### config.mk
export PLATFORM = sky130hd
export DESIGN_NAME = bin2bcd_seq
export DESIGN_NICKNAME = d
export VERILOG_FILES = /design/src/rtl/bin2bcd_pkg.sv /design/src/rtl/bin2bcd_seq_add3.sv /design/src/rtl/bin2bcd_seq.sv
export SDC_FILE = /design/constraint.sdc
export NUM_CORES = 1
export LEC_CHECK = 0
export ABC_AREA = 1
export CAP_MARGIN = 25
export CORE_AREA = 5 5 74 76
export CTS_BUF_LIST = sky130_fd_sc_hd__clkbuf_4
export DETAILED_ROUTE_END_ITERATION = 7
export DIE_AREA = 0 0 79 81
export GPL_ROUTABILITY_DRIVEN = 0
export PLACE_DENSITY = 0.79
export SLEW_MARGIN = 20
export SYNTH_ARGS = -nofsm -noshare
export SYNTH_HDL_FRONTEND = slang
export SYNTH_SLANG_ARGS = --single-unit
### constraint.sdc
create_clock -name clk -period 2 [get_ports clk]
set_clock_uncertainty 0.15 [all_clocks]
set_input_delay 0.4 -clock clk [delete_from_list [all_inputs] [get_ports clk]]
set_output_delay 0.4 -clock clk [all_outputs]
set_load 0.01 [all_outputs]
### src/rtl/bin2bcd_pkg.sv
// ---------------------------------------------------------------------------
// bin2bcd_pkg
//
// Shared definitions for the sequential binary-to-BCD converter:
//   BCD_DIGIT_W : width of one BCD digit (nibble)
//   state_t     : converter FSM states (IDLE, SHIFT, DONE)
//   max_dec()   : largest decimal value representable in a given number of
//                 BCD digits (10^digits - 1), used for overflow detection
// ---------------------------------------------------------------------------
package bin2bcd_pkg;

  localparam int BCD_DIGIT_W = 4;

  typedef enum logic [1:0] {
    IDLE  = 2'd0,
    SHIFT = 2'd1,
    DONE  = 2'd2
  } state_t;

  // 10^digits - 1, evaluated at elaboration time for localparams.
  function automatic int max_dec(input int digits);
    int acc;
    acc = 1;
    for (int i = 0; i < digits; i++) begin
      acc = acc * 10;
    end
    return acc - 1;
  endfunction

endpackage

### src/rtl/bin2bcd_seq_add3.sv
// ---------------------------------------------------------------------------
// bcd_add3
//
// Combinational correction cell of the double-dabble algorithm. A BCD digit
// of 5 or more would become 10 or more after the next left shift, so it is
// pre-corrected by +3 so the shift carries cleanly into the next digit.
//
// Ports:
//   in_i  [3:0]  BCD digit before correction
//   out_o [3:0]  corrected digit: (in_i >= 5) ? in_i + 3 : in_i
// ---------------------------------------------------------------------------
module bcd_add3 (
  input  logic [3:0] in_i,
  output logic [3:0] out_o
);

  // Only values 0..9 occur in a legal BCD field; the 4-bit sum cannot
  // carry out for those, so the result is kept at 4 bits.
  always_comb begin
    out_o = in_i;
    if (in_i >= 4'd5) begin
      out_o = in_i + 4'd3;
    end
  end

endmodule

### src/rtl/bin2bcd_seq.sv
// ---------------------------------------------------------------------------
// bin2bcd_seq
//
// Sequential binary-to-BCD converter (shift-and-add-3, one bit per clock).
// A conversion is accepted when start is high outside SHIFT; the result
// appears WIDTH+1 cycles later together with a one-cycle done pulse.
// Results (bcd_out, ovf, neg) hold until the next conversion completes.
//
// Optional feature macro: BIN2BCD_SIGNED_EN
//   defined   : bin_in is two's complement; its magnitude is converted and
//               neg reports the sign.
//   undefined : bin_in is unsigned and neg is tied low.
//
// Ports:
//   clk      system clock, rising edge
//   rst      synchronous active-high reset
//   start    conversion request, sampled when not busy
//   bin_in   [WIDTH-1:0] binary operand, captured on the accepting edge
//   busy     conversion in progress
//   done     one-cycle pulse, results valid from this cycle on
//   bcd_out  [4*DIGITS-1:0] BCD digits, most significant digit on top
//   ovf      input exceeded 10^DIGITS-1 (bcd_out then reads all nines)
//   neg      input was negative (signed mode only)
// ---------------------------------------------------------------------------
import bin2bcd_pkg::*;

module bin2bcd_seq #(
  parameter int WIDTH  = 14,
  parameter int DIGITS = 4
) (
  input  logic                          clk,
  input  logic                          rst,
  input  logic                          start,
  input  logic [WIDTH-1:0]              bin_in,
  output logic                          busy,
  output logic                          done,
  output logic [BCD_DIGIT_W*DIGITS-1:0] bcd_out,
  output logic                          ovf,
  output logic                          neg
);

  localparam int BCD_W = BCD_DIGIT_W * DIGITS;
  localparam int SR_W  = BCD_W + WIDTH;
  localparam int CNT_W = $clog2(WIDTH);

  localparam logic [CNT_W-1:0] CNT_LAST  = CNT_W'(WIDTH - 1);
  localparam logic [WIDTH:0]   MAX_VAL   = (WIDTH + 1)'(max_dec(DIGITS));
  localparam logic [BCD_W-1:0] ALL_NINES = {DIGITS{4'h9}};

  state_t            state_q, state_d;
  logic [CNT_W-1:0]  cnt_q, cnt_d;
  logic [SR_W-1:0]   shift_q, shift_d;
  logic              ovf_pend_q, ovf_pend_d;
  logic [BCD_W-1:0]  bcd_q, bcd_d;
  logic              ovf_q, ovf_d;

  logic [WIDTH-1:0]  mag_in;
  logic              load_ovf;
  logic [BCD_W-1:0]  adj_bcd;
  logic [SR_W-1:0]   adjusted;
  logic [SR_W-1:0]   shifted;

`ifdef BIN2BCD_SIGNED_EN
  logic              neg_pend_q, neg_pend_d;
  logic              neg_q, neg_d;

  // Two's-complement magnitude kept at WIDTH bits, so the most negative
  // value maps onto its own bit pattern read as unsigned (-8192 -> 8192).
  assign mag_in = bin_in[WIDTH-1]
                ? ((~bin_in) + {{(WIDTH-1){1'b0}}, 1'b1})
                : bin_in;
`else
  assign mag_in = bin_in;
`endif

  assign load_ovf = ({1'b0, mag_in} > MAX_VAL);

  // One add-3 correction cell per BCD digit of the shift register.
  for (genvar g = 0; g < DIGITS; g++) begin : g_add3
    bcd_add3 u_add3 (
      .in_i  (shift_q[WIDTH + g*BCD_DIGIT_W +: BCD_DIGIT_W]),
      .out_o (adj_bcd[g*BCD_DIGIT_W +: BCD_DIGIT_W])
    );
  end

  // Correct the digit field first, then shift the whole register left.
  assign adjusted = {adj_bcd, shift_q[WIDTH-1:0]};
  assign shifted  = {adjusted[SR_W-2:0], 1'b0};

  // Next-state and datapath update. Loading is shared between IDLE and
  // DONE so back-to-back conversions cost no idle cycle; in SHIFT the
  // start input is simply not looked at.
  always_comb begin
    state_d    = state_q;
    cnt_d      = cnt_q;
    shift_d    = shift_q;
    ovf_pend_d = ovf_pend_q;
    bcd_d      = bcd_q;
    ovf_d      = ovf_q;
`ifdef BIN2BCD_SIGNED_EN
    neg_pend_d = neg_pend_q;
    neg_d      = neg_q;
`endif

    case (state_q)
      IDLE, DONE: begin
        state_d = IDLE;
        if (start) begin
          state_d    = SHIFT;
          cnt_d      = '0;
          shift_d    = {{BCD_W{1'b0}}, mag_in};
          ovf_pend_d = load_ovf;
`ifdef BIN2BCD_SIGNED_EN
          neg_pend_d = bin_in[WIDTH-1];
`endif
        end
      end

      SHIFT: begin
        shift_d = shifted;
        cnt_d   = cnt_q + CNT_W'(1);
        // The last iteration publishes the freshly shifted digit field.
        if (cnt_q == CNT_LAST) begin
          state_d = DONE;
          bcd_d   = ovf_pend_q ? ALL_NINES : shifted[SR_W-1 -: BCD_W];
          ovf_d   = ovf_pend_q;
`ifdef BIN2BCD_SIGNED_EN
          neg_d   = neg_pend_q;
`endif
        end
      end

      default: begin
        state_d = IDLE;
      end
    endcase
  end

  // State and datapath registers; reset discards any conversion in flight
  // and clears the published result.
  always_ff @(posedge clk) begin
    if (rst) begin
      state_q    <= IDLE;
      cnt_q      <= '0;
      shift_q    <= '0;
      ovf_pend_q <= 1'b0;
      bcd_q      <= '0;
      ovf_q      <= 1'b0;
`ifdef BIN2BCD_SIGNED_EN
      neg_pend_q <= 1'b0;
      neg_q      <= 1'b0;
`endif
    end else begin
      state_q    <= state_d;
      cnt_q      <= cnt_d;
      shift_q    <= shift_d;
      ovf_pend_q <= ovf_pend_d;
      bcd_q      <= bcd_d;
      ovf_q      <= ovf_d;
`ifdef BIN2BCD_SIGNED_EN
      neg_pend_q <= neg_pend_d;
      neg_q      <= neg_d;
`endif
    end
  end

  assign busy    = (state_q == SHIFT);
  assign done    = (state_q == DONE);
  assign bcd_out = bcd_q;
  assign ovf     = ovf_q;

`ifdef BIN2BCD_SIGNED_EN
  assign neg = neg_q;
`else
  assign neg = 1'b0;
`endif

endmodule

Yosys cells after proc, flatten, opt, wreduce, memory -nomap -nowiden:

Cells that the tools add are included.

* flip-flop bits (word level): 54
* latch bits: 0
* bits in writable memories: 0
* ROM bits: 0
* input bits: 17
* output and inout bits: 20
* word-level logic and storage cells: 39
* memories kept: 0

* add/sub/neg operators: 5
* multipliers: 0
* divide/modulo/power cells: 0
* magnitude comparators: 5
* equal/unequal tests: 5
* shift operators: 0
* mux-type cells: 12
* bitwise gates (word level): 0
* reductions and logical operators: 6

Operators with widths (count)
* $pmux 30 s2: 1
* $mux 30: 1
* $ge 4x3->1 const B: 4
* $mux 16: 1
* $mux 4: 4
* $gt 14x14->1 const B: 1
* $add 4x2->4 const B: 3
* $pmux 4 s2: 1
* $reduce_and 2->1: 3
* $add 4x1->4 const B: 1
* $eq 4x4->1 const B: 1
* $pmux 2 s2: 1
* $add 3x2->3 const B: 1
* $mux 3: 1
* $eq 2x1->1 const B: 1
* $eq 2x2->1 const B: 1
* $logic_not 2->1: 1
* $mux 2: 1
* $ne 2x1->1 const B: 1
* $ne 2x2->1 const B: 1
* $reduce_bool 2->1: 1
* $reduce_or 2->1: 1
* $mux 1: 1

Longest topological paths before layout:

* depth in word-level cells: 4
* mapped depth: 9
* mapped depth without buffers: 9

Cells and area by module:

A second synthesis with hierarchy kept.

* cells, all modules: 366
* area total of the unflattened synthesis: 2693.8 µm²

By module, submodules not included
* bin2bcd_seq: instances 1, cells an instance 274, area an instance 2153.3 µm²
* bcd_add3: instances 4, cells an instance 23, area an instance 135.1 µm²

Least setup slack after synthesis:

OpenSTA, ideal clock, no wires.

* kind: reg-to-reg
* from: register cnt_q[0]
* to: register bcd_q[10] (netlist: bcd_out[10])
* setup time: 0.132 ns
* data arrival time: 1.139 ns
* data required time: 1.718 ns
* slack: 0.579 ns
* stages on the path, launching flop included: 7
* path buffers: 0
* clock period less this slack: 1.421 ns
* path through: dfxtp_1 ha_1 nand3_2 nor2_2 inv_2 nand2_1 a21oi_2

* word-level cells in the longest chain between the ends: 2

RTL lines
* start, declared: line bin2bcd_seq.sv:51 `logic [CNT_W-1:0] cnt_q, cnt_d;`
* start signal, assigned: line bin2bcd_seq.sv:155 `cnt_q <= cnt_d;`
* $eq 4x4->1: line bin2bcd_seq.sv:123 `if (cnt_q == CNT_LAST) begin`
* $reduce_and 2->1 (no line)
* end signal, assigned: line bin2bcd_seq.sv:147 `bcd_q <= '0;`
* end signal, assigned: line bin2bcd_seq.sv:158 `bcd_q <= bcd_d;`
* end, declared: line bin2bcd_seq.sv:54 `logic [BCD_W-1:0] bcd_q, bcd_d;`

No other way between the ends.
A chain may end at the register's enable or synchronous reset.

Final worst setup path:

* from: register bcd_q[13] (netlist: bcd_out[13])
* to: output port bcd_out[13]

RTL lines
* end, declared: line bin2bcd_seq.sv:37 `output logic [BCD_DIGIT_W*DIGITS-1:0] bcd_out,`

No word-level cell between the ends.

==> out/results.ini <==
[yosys]
syn_avg_cell_area_sq_um=7.11
synth_nets=381
ys.flop_type=dfxtp_1
synth_enable_flop_cells=0
synth_area_leaders=dfxtp_1 43%, nand2_1 17%, a21oi_1 6.6%, nand3_1 6.2%, ha_1 5.0%
netlist_top_cells_count=117 x nand2_1, 54 x dfxtp_1, 33 x a21oi_1, 31 x inv_1, 31 x nand3_1
synth.most_common_cell=nand2_1
synth_top_area_share=0.429
ys_seq_area_frac=0.429
yosysUniqueCellTypes=24
async_flop_share=0
netlist_area_sq_mm=0.00252
yosysWarnings=0
synth.largest_area_cell=dfxtp_1
netlist_instances=354
ys_seq_elements=54

[finish]
fill_cells=441
syn_to_final_growth_pct=21.1
n_antenna_cell=0
nets=417
regArea_sq_mm=0.00108
layout-drive-gt1-share=0.0716
multi_input_area_sq_mm=0.00124

[clocking]
post-cts-setup-buffers=0
clock_latency_ns=0.36
cts-resized-gates=2
cts_inserted_buffers=5
cts_tree=done
htree_num_levels=2
clock_sinks=54
clockBufferDepth=2
hold_buffers=0
cts_root_buf=clkbuf_4
clkSlewWorstSetupHoldPaths_ns=0.14

[sta]
fin_crit_sh=0.912
rsz0062_at_grt=no
fmax_ghz=0.548
hold_viol=0
setup-violations-final=0
tns_ns=0
fin_crit_ns=1.82
slew_viol_final=0

[critical_path]
cp.arrival_ns=1.27
rr_worst_depth=8
end_kind=output port
cp_top_family=buffers and inverters
cp.depth=1
critPathKind=flop to output port
required_ns=1.45
crit_chain=clkdlybuf4s50_1
crit_fanout=2
critPathLaunchType=flop
cpPeakStageDelay_ns=0.55
path_buf_inv=1
slowest_stage=clkdlybuf4s50_1

[routing]
antenna_left=0
via_count=2347
drtPass1Iterations=4
viasPerCell=5.27
wl_um=5670
dr.first_iter.drc_count=135
drc=0
detail_route.wl_per_cell_um=12.7

[pwr]
ir_worst_vdd_mv=0.358
p_per_area_mw_per_mm2=633
leakagePower_nw=1.20
finalPower_mw=1.93

[placement]
io_buffers=35
place_hpwl_um=4040

[grt]
use_met3=0.0366
met1_usage=0.236
grt_first_pass_wirelength_um=9250
top_usage_layer=met2
first_global_vias=2073
grt_max_degree=34
grt_overflow=0
grt_usage=0.183
use_met2=0.301
antenna_found_initial=0

[hold_path]
hold_depth=2
hold_class=flop to flop

[outcome]
status=complete, no violations

[floorplanning]
die_area_sq_mm=0.00640
die_h_um=81
ios=37
row_count=25
initial_core_util=0.540
core_sq_mm=0.00466
die_x_um=79

[flow_run]
max-cap-violations=0

## through the flow
stage	utilization	setup slack, ns	area [sq um]	hold slack (ns)	cells
after global placement	0.635	0.256	2960	0.298	437
final	0.654	0.175	3050	0.323	445
after global routing	0.654	0.0627	3050	0.340	445
after detailed placement	0.635	0.216	2960	0.304	437
after floorplan	-	0.579	2520	0.290	354
after CTS	0.653	0.0264	3040	0.324	445
## worst reg2reg max path, stage by stage, from the launching register on
cell     delay, ns
dfxtp_1       0.42
inv_1         0.09
ha_1          0.22
inv_1         0.05
nand2_1       0.11
nand3_1       0.18
nand2_1       0.10
nand3_1       0.12
a21oi_1       0.07
## sequential cells by signal (all words and copies together), names as in the netlist
register and flops:
bcd_out 16, cnt_q 4, ovf 1, ovf_pend_q 1, shift_q 30, state_q 2
## power breakdown
group / leakage [nW] / switching, mW / internal [mW]
clock: 0.0463 / 0.329 / 0.293
combinational: 0.719 / 0.106 / 0.0825
sequential: 0.438 / 0.0176 / 1.10
## area by class of cell
cell class              instances  area share
multi-input cells             252       0.407
repair buffers                 43       0.147
well taps                      54      0.0222
clock buffers                   7      0.0172
inverters                      34      0.0419
flip-flops and latches         54       0.355
clock inverters                 1     0.00985
## placed cells by master (no fill, tap or decap)
| cell | instances |
|---|---|
| bufinv_16 | 1 |
| a21oi_2 | 2 |
| inv_1 | 31 |
| a21oi_1 | 33 |
| clkdlybuf4s50_1 | 33 |
| inv_2 | 2 |
| o21ai_0 | 14 |
| nand2_4 | 1 |
| nand3_2 | 3 |
| clkinv_1 | 1 |
| nor2_1 | 15 |
| dlymetal6s2s_1 | 1 |
| nor3_4 | 1 |
| clkbuf_4 | 7 |
| dfxtp_2 | 1 |
| buf_12 | 3 |
| o22ai_1 | 1 |
| nand4_1 | 8 |
| dfxtp_1 | 53 |
| dlygate4sd2_1 | 1 |
| nand2_2 | 1 |
| ha_1 | 10 |
| a31oi_1 | 13 |
| nor2_2 | 1 |
| conb_1 | 1 |
| nand3_1 | 31 |
| buf_4 | 5 |
| nand2_1 | 117 |
## worst paths after layout
path               start          end  slack, ns
max          bcd_out[13]  bcd_out[13]       0.18
min           bcd_out[5]   bcd_out[5]       0.32
max reg2reg  shift_q[18]   bcd_out[5]       0.40
min reg2reg   bcd_out[5]   bcd_out[5]       0.32
## layer usage
layer  vias up  wire length (um)
met5         -                 0
met4         0                99
met2        49              2740
li1       1223                 -
met1      1064              2580
met3        11               255
## logic make-up (layout without fill, tap and decap cells)
family	after synthesis	in the layout	synth area share
and+or+nand+nor	178	178	0.304
AOI/OAI and AO/OA	63	63	0.135
DFF	54	54	0.429
buffers and inverters	48	85	0.0800
adders and majority gates	10	10	0.0497
other	1	1	0.00149
Note: power is estimated with default switching activity, not from simulation.
